## src/rtl/reg_bus_reader.sv

```systemverilog
// reg_bus_reader: indexed read controller for a tri-state register bus.
// Optional double sampling in CAPTURE: define REG_BUS_READER_DOUBLE_SAMPLE_EN.
module reg_bus_reader #(
    parameter int NrOfBits     = 32,
    parameter int NrOfRegs     = 8,
    parameter int IdxBits      = 3,
    parameter int SettleCycles = 1
) (
    input  logic                Clock,
    input  logic                Reset,
    input  logic                Tick,
    input  logic                ReqValid,
    input  logic [IdxBits-1:0]  ReqIndex,
    output logic                ReqReady,
    output logic [NrOfRegs-1:0] cs,
    input  logic [NrOfBits-1:0] BusIn,
    output logic                RspValid,
    input  logic                RspReady,
    output logic [NrOfBits-1:0] RspData,
    output logic [IdxBits-1:0]  RspIndex,
    output logic                RspError,
    output logic                RspMismatch
);

    typedef enum logic [1:0] {
        IDLE,
        SELECT,
        CAPTURE,
        RESPOND
    } state_t;

    state_t             state;
    logic [3:0]         count;
    logic [IdxBits-1:0] idx;
    logic               accept;
    logic               in_range;

`ifdef REG_BUS_READER_DOUBLE_SAMPLE_EN
    logic                second;
    logic [NrOfBits-1:0] first_sample;
`endif

    // Requests are only taken in IDLE on a ticked edge, never during reset.
    assign ReqReady = (state == IDLE) && Tick && !Reset;
    assign accept   = ReqValid && ReqReady;
    assign in_range = 32'(ReqIndex) < NrOfRegs;

    // Read sequencer: select, settle, capture, then hold the response.
    // The counter holds the SELECT cycles still to go after the current one.
    always_ff @(posedge Clock) begin
        if (Reset) begin
            state       <= IDLE;
            count       <= '0;
            idx         <= '0;
            cs          <= '1;
            RspValid    <= 1'b0;
            RspData     <= '0;
            RspIndex    <= '0;
            RspError    <= 1'b0;
            RspMismatch <= 1'b0;
`ifdef REG_BUS_READER_DOUBLE_SAMPLE_EN
            second       <= 1'b0;
            first_sample <= '0;
`endif
        end else begin
            case (state)
                IDLE: begin
                    if (accept) begin
                        idx <= ReqIndex;
                        if (in_range) begin
                            cs <= ~(NrOfRegs'(1) << ReqIndex);
                            if (SettleCycles == 0) begin
                                state <= CAPTURE;
                            end else begin
                                state <= SELECT;
                                count <= 4'(SettleCycles - 1);
                            end
                        end else begin
                            state       <= RESPOND;
                            RspValid    <= 1'b1;
                            RspData     <= '0;
                            RspIndex    <= ReqIndex;
                            RspError    <= 1'b1;
                            RspMismatch <= 1'b0;
                        end
                    end
                end
                SELECT: begin
                    if (Tick) begin
                        if (count == 4'd0) begin
                            state <= CAPTURE;
                        end else begin
                            count <= count - 4'd1;
                        end
                    end
                end
                CAPTURE: begin
                    if (Tick) begin
`ifdef REG_BUS_READER_DOUBLE_SAMPLE_EN
                        if (!second) begin
                            first_sample <= BusIn;
                            second       <= 1'b1;
                        end else begin
                            second      <= 1'b0;
                            cs          <= '1;
                            state       <= RESPOND;
                            RspValid    <= 1'b1;
                            RspData     <= BusIn;
                            RspIndex    <= idx;
                            RspError    <= 1'b0;
                            RspMismatch <= (BusIn != first_sample);
                        end
`else
                        cs          <= '1;
                        state       <= RESPOND;
                        RspValid    <= 1'b1;
                        RspData     <= BusIn;
                        RspIndex    <= idx;
                        RspError    <= 1'b0;
                        RspMismatch <= 1'b0;
`endif
                    end
                end
                RESPOND: begin
                    if (RspReady) begin
                        RspValid <= 1'b0;
                        state    <= IDLE;
                    end
                end
                default: begin
                    state <= IDLE;
                    cs    <= '1;
                end
            endcase
        end
    end

endmodule
```

## config.mk

```make
export PLATFORM = sky130hd
export DESIGN_NAME = reg_bus_reader
export DESIGN_NICKNAME = d
export VERILOG_FILES = /design/src/rtl/reg_bus_reader.sv
export SDC_FILE = /design/constraint.sdc
export NUM_CORES = 1
export LEC_CHECK = 0
export ABC_AREA = 1
export ABC_CLOCK_PERIOD_IN_PS = 1400
export CAP_MARGIN = 5
export CORE_ASPECT_RATIO = 0.8
export CORE_MARGIN = 2
export CORE_UTILIZATION = 39
export CTS_CLUSTER_SIZE = 10
export DETAILED_ROUTE_END_ITERATION = 7
export GPL_TIMING_DRIVEN = 0
export PLACE_DENSITY = 0.75
export SETUP_SLACK_MARGIN = 0.02
export SLEW_MARGIN = 20
export SYNTH_ARGS = -nofsm -noshare
export SYNTH_HDL_FRONTEND = slang
export SYNTH_SLANG_ARGS = --single-unit
```

## constraint.sdc

```tcl
create_clock -name Clock -period 1.4 [get_ports Clock]
set_input_delay 0.35 -clock Clock [delete_from_list [all_inputs] [get_ports Clock]]
set_output_delay 0.35 -clock Clock [all_outputs]
set_load 0.1 [all_outputs]
```

# Word-level counts from Yosys, hierarchy flattened
# Index checks and enable logic that the tools add are counted.
word_totals:
  ff_bits: 53
  in_bits: 40
  out_inout_bits: 47
  wordCells: 50
classes:
  n_addsub: 1
  eq_ne: 9
  shift: 1
  mux: 16
  bitwise: 1
  n_reduce_logical: 15
op_table:
  columns: ["op", "n"]
  rows:
  - ["two-way mux 8 bit", 2]
  - ["case mux 8 bit (2 select lines)", 1]
  - ["two-way mux 4 bit", 3]
  - ["inequality test 2 bit, second input constant", 6]
  - ["two-way mux 2 bit", 5]
  - ["inverter 8 bit", 1]
  - ["case mux 2 bit (4 select lines)", 1]
  - ["case mux 4 bit (2 select lines)", 1]
  - ["left shift 1 x 3 -> 8 bit, first input constant", 1]
  - ["AND reduction 3 bit", 2]
  - ["nonzero test 2 bit", 3]
  - ["AND reduction 5 bit", 1]
  - ["== test 2 bit, second input constant", 2]
  - ["logical NOT 4 bit", 1]
  - ["AND reduction 2 bit", 2]
  - ["AND reduction 4 bit", 1]
  - ["subtractor 4 x 1 -> 4 bit, second input constant", 1]
  - ["logical AND 1 bit", 3]
  - ["== test 2 x 1 -> 1 bit, second input constant", 1]
  - ["logical NOT 2 bit", 1]
  - ["two-way mux 1 bit", 2]
  - ["case mux 1 bit (2 select lines)", 1]
  - ["logical NOT 1 bit", 1]

# Depth between registers and ports, before layout
logic_depth:
  depth_word: 6
  ltp_mapped: 9

# Least setup slack after synthesis
# OpenSTA, ideal clock, no wires.
synth_path:
  kind: "reg-to-output"
  startpoint: "reg state[0]"
  endpoint: "out ReqReady"
  t_arrival_ns: 2.017
  required_time_ns: 1.050
  setup_slack_ns: -0.967
  path_stages_with_launch: 6
  cell_sequence: "dfxtp_1 > inv_1 > ha_1 > buf_4 > nand2_1 > nor2_1"
synth_via:
  elab_chain_cells: 3
synth_rtl:
  columns: ["element", "line", "source"]
  rows:
  - ["from (decl)", "32", "state_t state;"]
  - ["from (signal assigned)", "52", "state <= IDLE;"]
  - ["from (signal assigned)", "73", "state <= CAPTURE;"]
  - ["from (signal assigned)", "75", "state <= SELECT;"]
  - ["logical NOT 2 bit", "44", "assign ReqReady = (state == IDLE) && Tick && !Reset;"]
  - ["logical AND 1 bit (2 in a row)", "44", null]
  - ["to (decl)", "14", "output logic ReqReady,"]
# No other way between the ends.

# Worst setup path after layout
# Ends and elaborated chain as after synthesis.

==> impl_metrics.ini <==
[synth]
synth-edff-count = 0
synth_fa_ha_area_share_pct = 2.79
ys_ff_latch = 53
ys_top_cells_by_count = 80 x nor2_1, 53 x dfxtp_1, 39 x o21ai_0
yosys.area.top_type = dfxtp_1
avgSynthCellArea_sq_um = 7.65
yosysSeqAreaShare_pct = 47.3
async_flop_share_pct = 0
synth_area_leaders = dfxtp_1 47%, nor2_1 13%, o21ai_0 8.7%, nand2_1 5.4%, nand3_1 3.1%
synth.distinct_cells = 24
yosys_warnings = 0
postSynthCellCount = 293
synth_ff_type = dfxtp_1
synth_compound_area_share_pct = 15.1
yosys.area_share.simple_pct = 27.0
synth_area_sq_um = 2240
synth_mux_area_share_pct = 0
yosys.cell_count.top_type = nor2_1
synth-xor-area-share_pct = 0
synth.top_cell.area_share_pct = 47.3
synth_top_family_by_area = simple AND/OR/NAND/NOR gates

[cts]
cts_hold_buf = 0
cts_made_buffers = 5
h-tree-depth = 2
insertion_delay_ps = 300
clock-root-buffer = clkbuf_8
clkTransAtPathRegs_ps = 90
cts_sinks = 53
tritoncts = yes
clk_path_buf_depth = 2

[global_route]
grt_overflow = 0
grt_pass1_vias = 1957
grt_pass1_wl_um = 8710
antenna_found_initial = 0
track_usage_pct = 17.1
grt_max_degree = 16

[drt]
drcViolationCount = 0
dr.pass1.iters = 4
drtIter0Drc = 116
routed_wirelength_um = 5700
viasPerCell = 4.65
num_vias = 2194
wire_per_inst_um = 12.1
final_antenna_net_count = 0

[layout]
seq_area_sq_um = 1060
final_util_pct = 61.9
area_growth_syn_to_layout_pct = 51.7
fill_cells = 533
layout.nets = 439
antennaDiodeCount = 0
multiInputGateArea_sq_um = 1120
drive_gt1_share_pct = 29.2

[floorplanning]
start_util_pct = 40.8
ios = 87
placementRows = 24
fp.dieW_um = 88.8
core-area_sq_um = 5500
die_area_sq_um = 6380
die_h_um = 71.8

[critical_path]
rr_startpoint = state[0]
critical_path_class = flop to output pin
critPathLaunchType = flop
cp.required_ps = 1050
arrival_ps = 1220
worstPathMaxFanout = 2
endpoint_kind = output pin
cp-startpoint = state[0]

[placement]
routabilityCongestion = 0.773
hpwl_um = 4040
io_buffers = 84
pre_cts_slack_ps = -1260

[run_status]
status = finished with violations
violations = setup timing

[power]
finalPower_uw = 7290
pwr-share-comb_pct = 60.9
p_leak_uw = 0.00149
irDropWorstVdd_uv = 1080
p_sw_share_pct = 50.9
switching_power_uw = 3710
clkPwrFrac_pct = 11.9
power_density_nw_per_um2 = 2140
seq_power_share_pct = 27.2
p_int_uw = 3580

[sta]
rsz0062_at_grt = true
fmax_ghz = 0.635
whs_ps = 390
period_needed_ps = 1570
skew_ps = 4.62
worst_slack_ps = -174
final_hold_viol_count = 0
setup_viol = 31
tns_ps = -1510
fin_crit_sh_pct = 112
slew_violations = 0

[worst_hold_path]
hold_path_startpoint = Reset
hold_class = input port to flop

[run]
maxCapViolCount = 0
cell usage in the layout (no fill, tap or decap), types with 3 or more instances in the layout:
cell             Yosys  routed
clkbuf_1             7       3
nand2_2              2      11
dfxtp_1             53      51
nor2_1              80      77
o21ai_0             39      28
o21ai_2              0       3
clkbuf_8             0       6
a21oi_1             10      10
or2_2                4       3
o21ai_1              0       8
nand2_4              2       4
inv_1               18      15
nand2_1             32      21
buf_6                2       5
inv_2                2       4
nand3_1             14      14
clkdlybuf4s50_1      0      37
buf_4                5      53
o211ai_1             8       8
timing repair:
action,CTS,global route
gates cloned,0,1
pin swaps,6,9
endpoints found under the setup margin,97,54
setup buffers,9,1
resized for setup,292,37
final timing paths:
| path | cells past startpoint | slack, ps | end |
|---|---|---|---|
| setup / recovery | 5 | -170 | ReqReady |
| hold / removal | 2 | 390 | RspValid |
| setup reg to reg | 9 | -120 | cs[1] |
| hold reg to reg | 2 | 460 | idx[0] |
power groups by stage:
| stage | registers (uW) | clock network [uW] | logic [uW] |
|---|---|---|---|
| after global placement | 2010 | 0 | 4000 |
| after detailed placement | 2010 | 0 | 4040 |
| after CTS | 1970 | 902 | 4330 |
| after floorplan | 3640 | 0 | 1560 |
| after global routing | 2020 | 955 | 4740 |
| final | 1980 | 868 | 4440 |
per-layer routing:
layer	wire (um)	share of wire (%)	global-route usage [%]	vias to the layer above
met4	27	0.47	4.88	0
met1	2680	47	22.9	988
li1	-	-	-	1141
met3	401	7.0	4.72	2
met2	2600	46	27.1	63
met5	0	0	0	-
logic make-up (layout without fill, tap and decap cells):
kind of cell               after synthesis  count (layout)
other                                    1               2
adders and majority gates                5               5
AOI/OAI and AO/OA                       59              59
DFF                                     53              53
and+or+nand+nor                        139             139
buffers and inverters                   36             136
state kept, by name, indices dropped and copies added (netlist names):
name / count
RspData: 32
cs: 8
count: 4
RspIndex: 3
idx: 3
state: 2
RspValid: 1
metrics by stage:
stage	cell area (sq um)	std cells
4_1_cts	3330	472
5_1_grt	3400	472
3_5_place_dp	3220	456
2_1_floorplan	2280	294
6_report	3400	472
3_3_place_gp	3220	456
area by class of cell:
class	instances	area share, %
buffer	15	3.42
clock buffer	6	2.43
multi-input combinational	205	32.9
timing repair buffer	94	24.7
sequential	53	31.3
clock inverter	1	0.221
inverter	20	2.28
tap	78	2.87
critical path, stage by stage (launching register included):
cell and delay [ps]:
dfxtp_2 340, inv_2 70, ha_4 160, nand2_4 50
nor2_4 130, buf_12 180
Note: power is estimated with default switching activity, not from simulation.
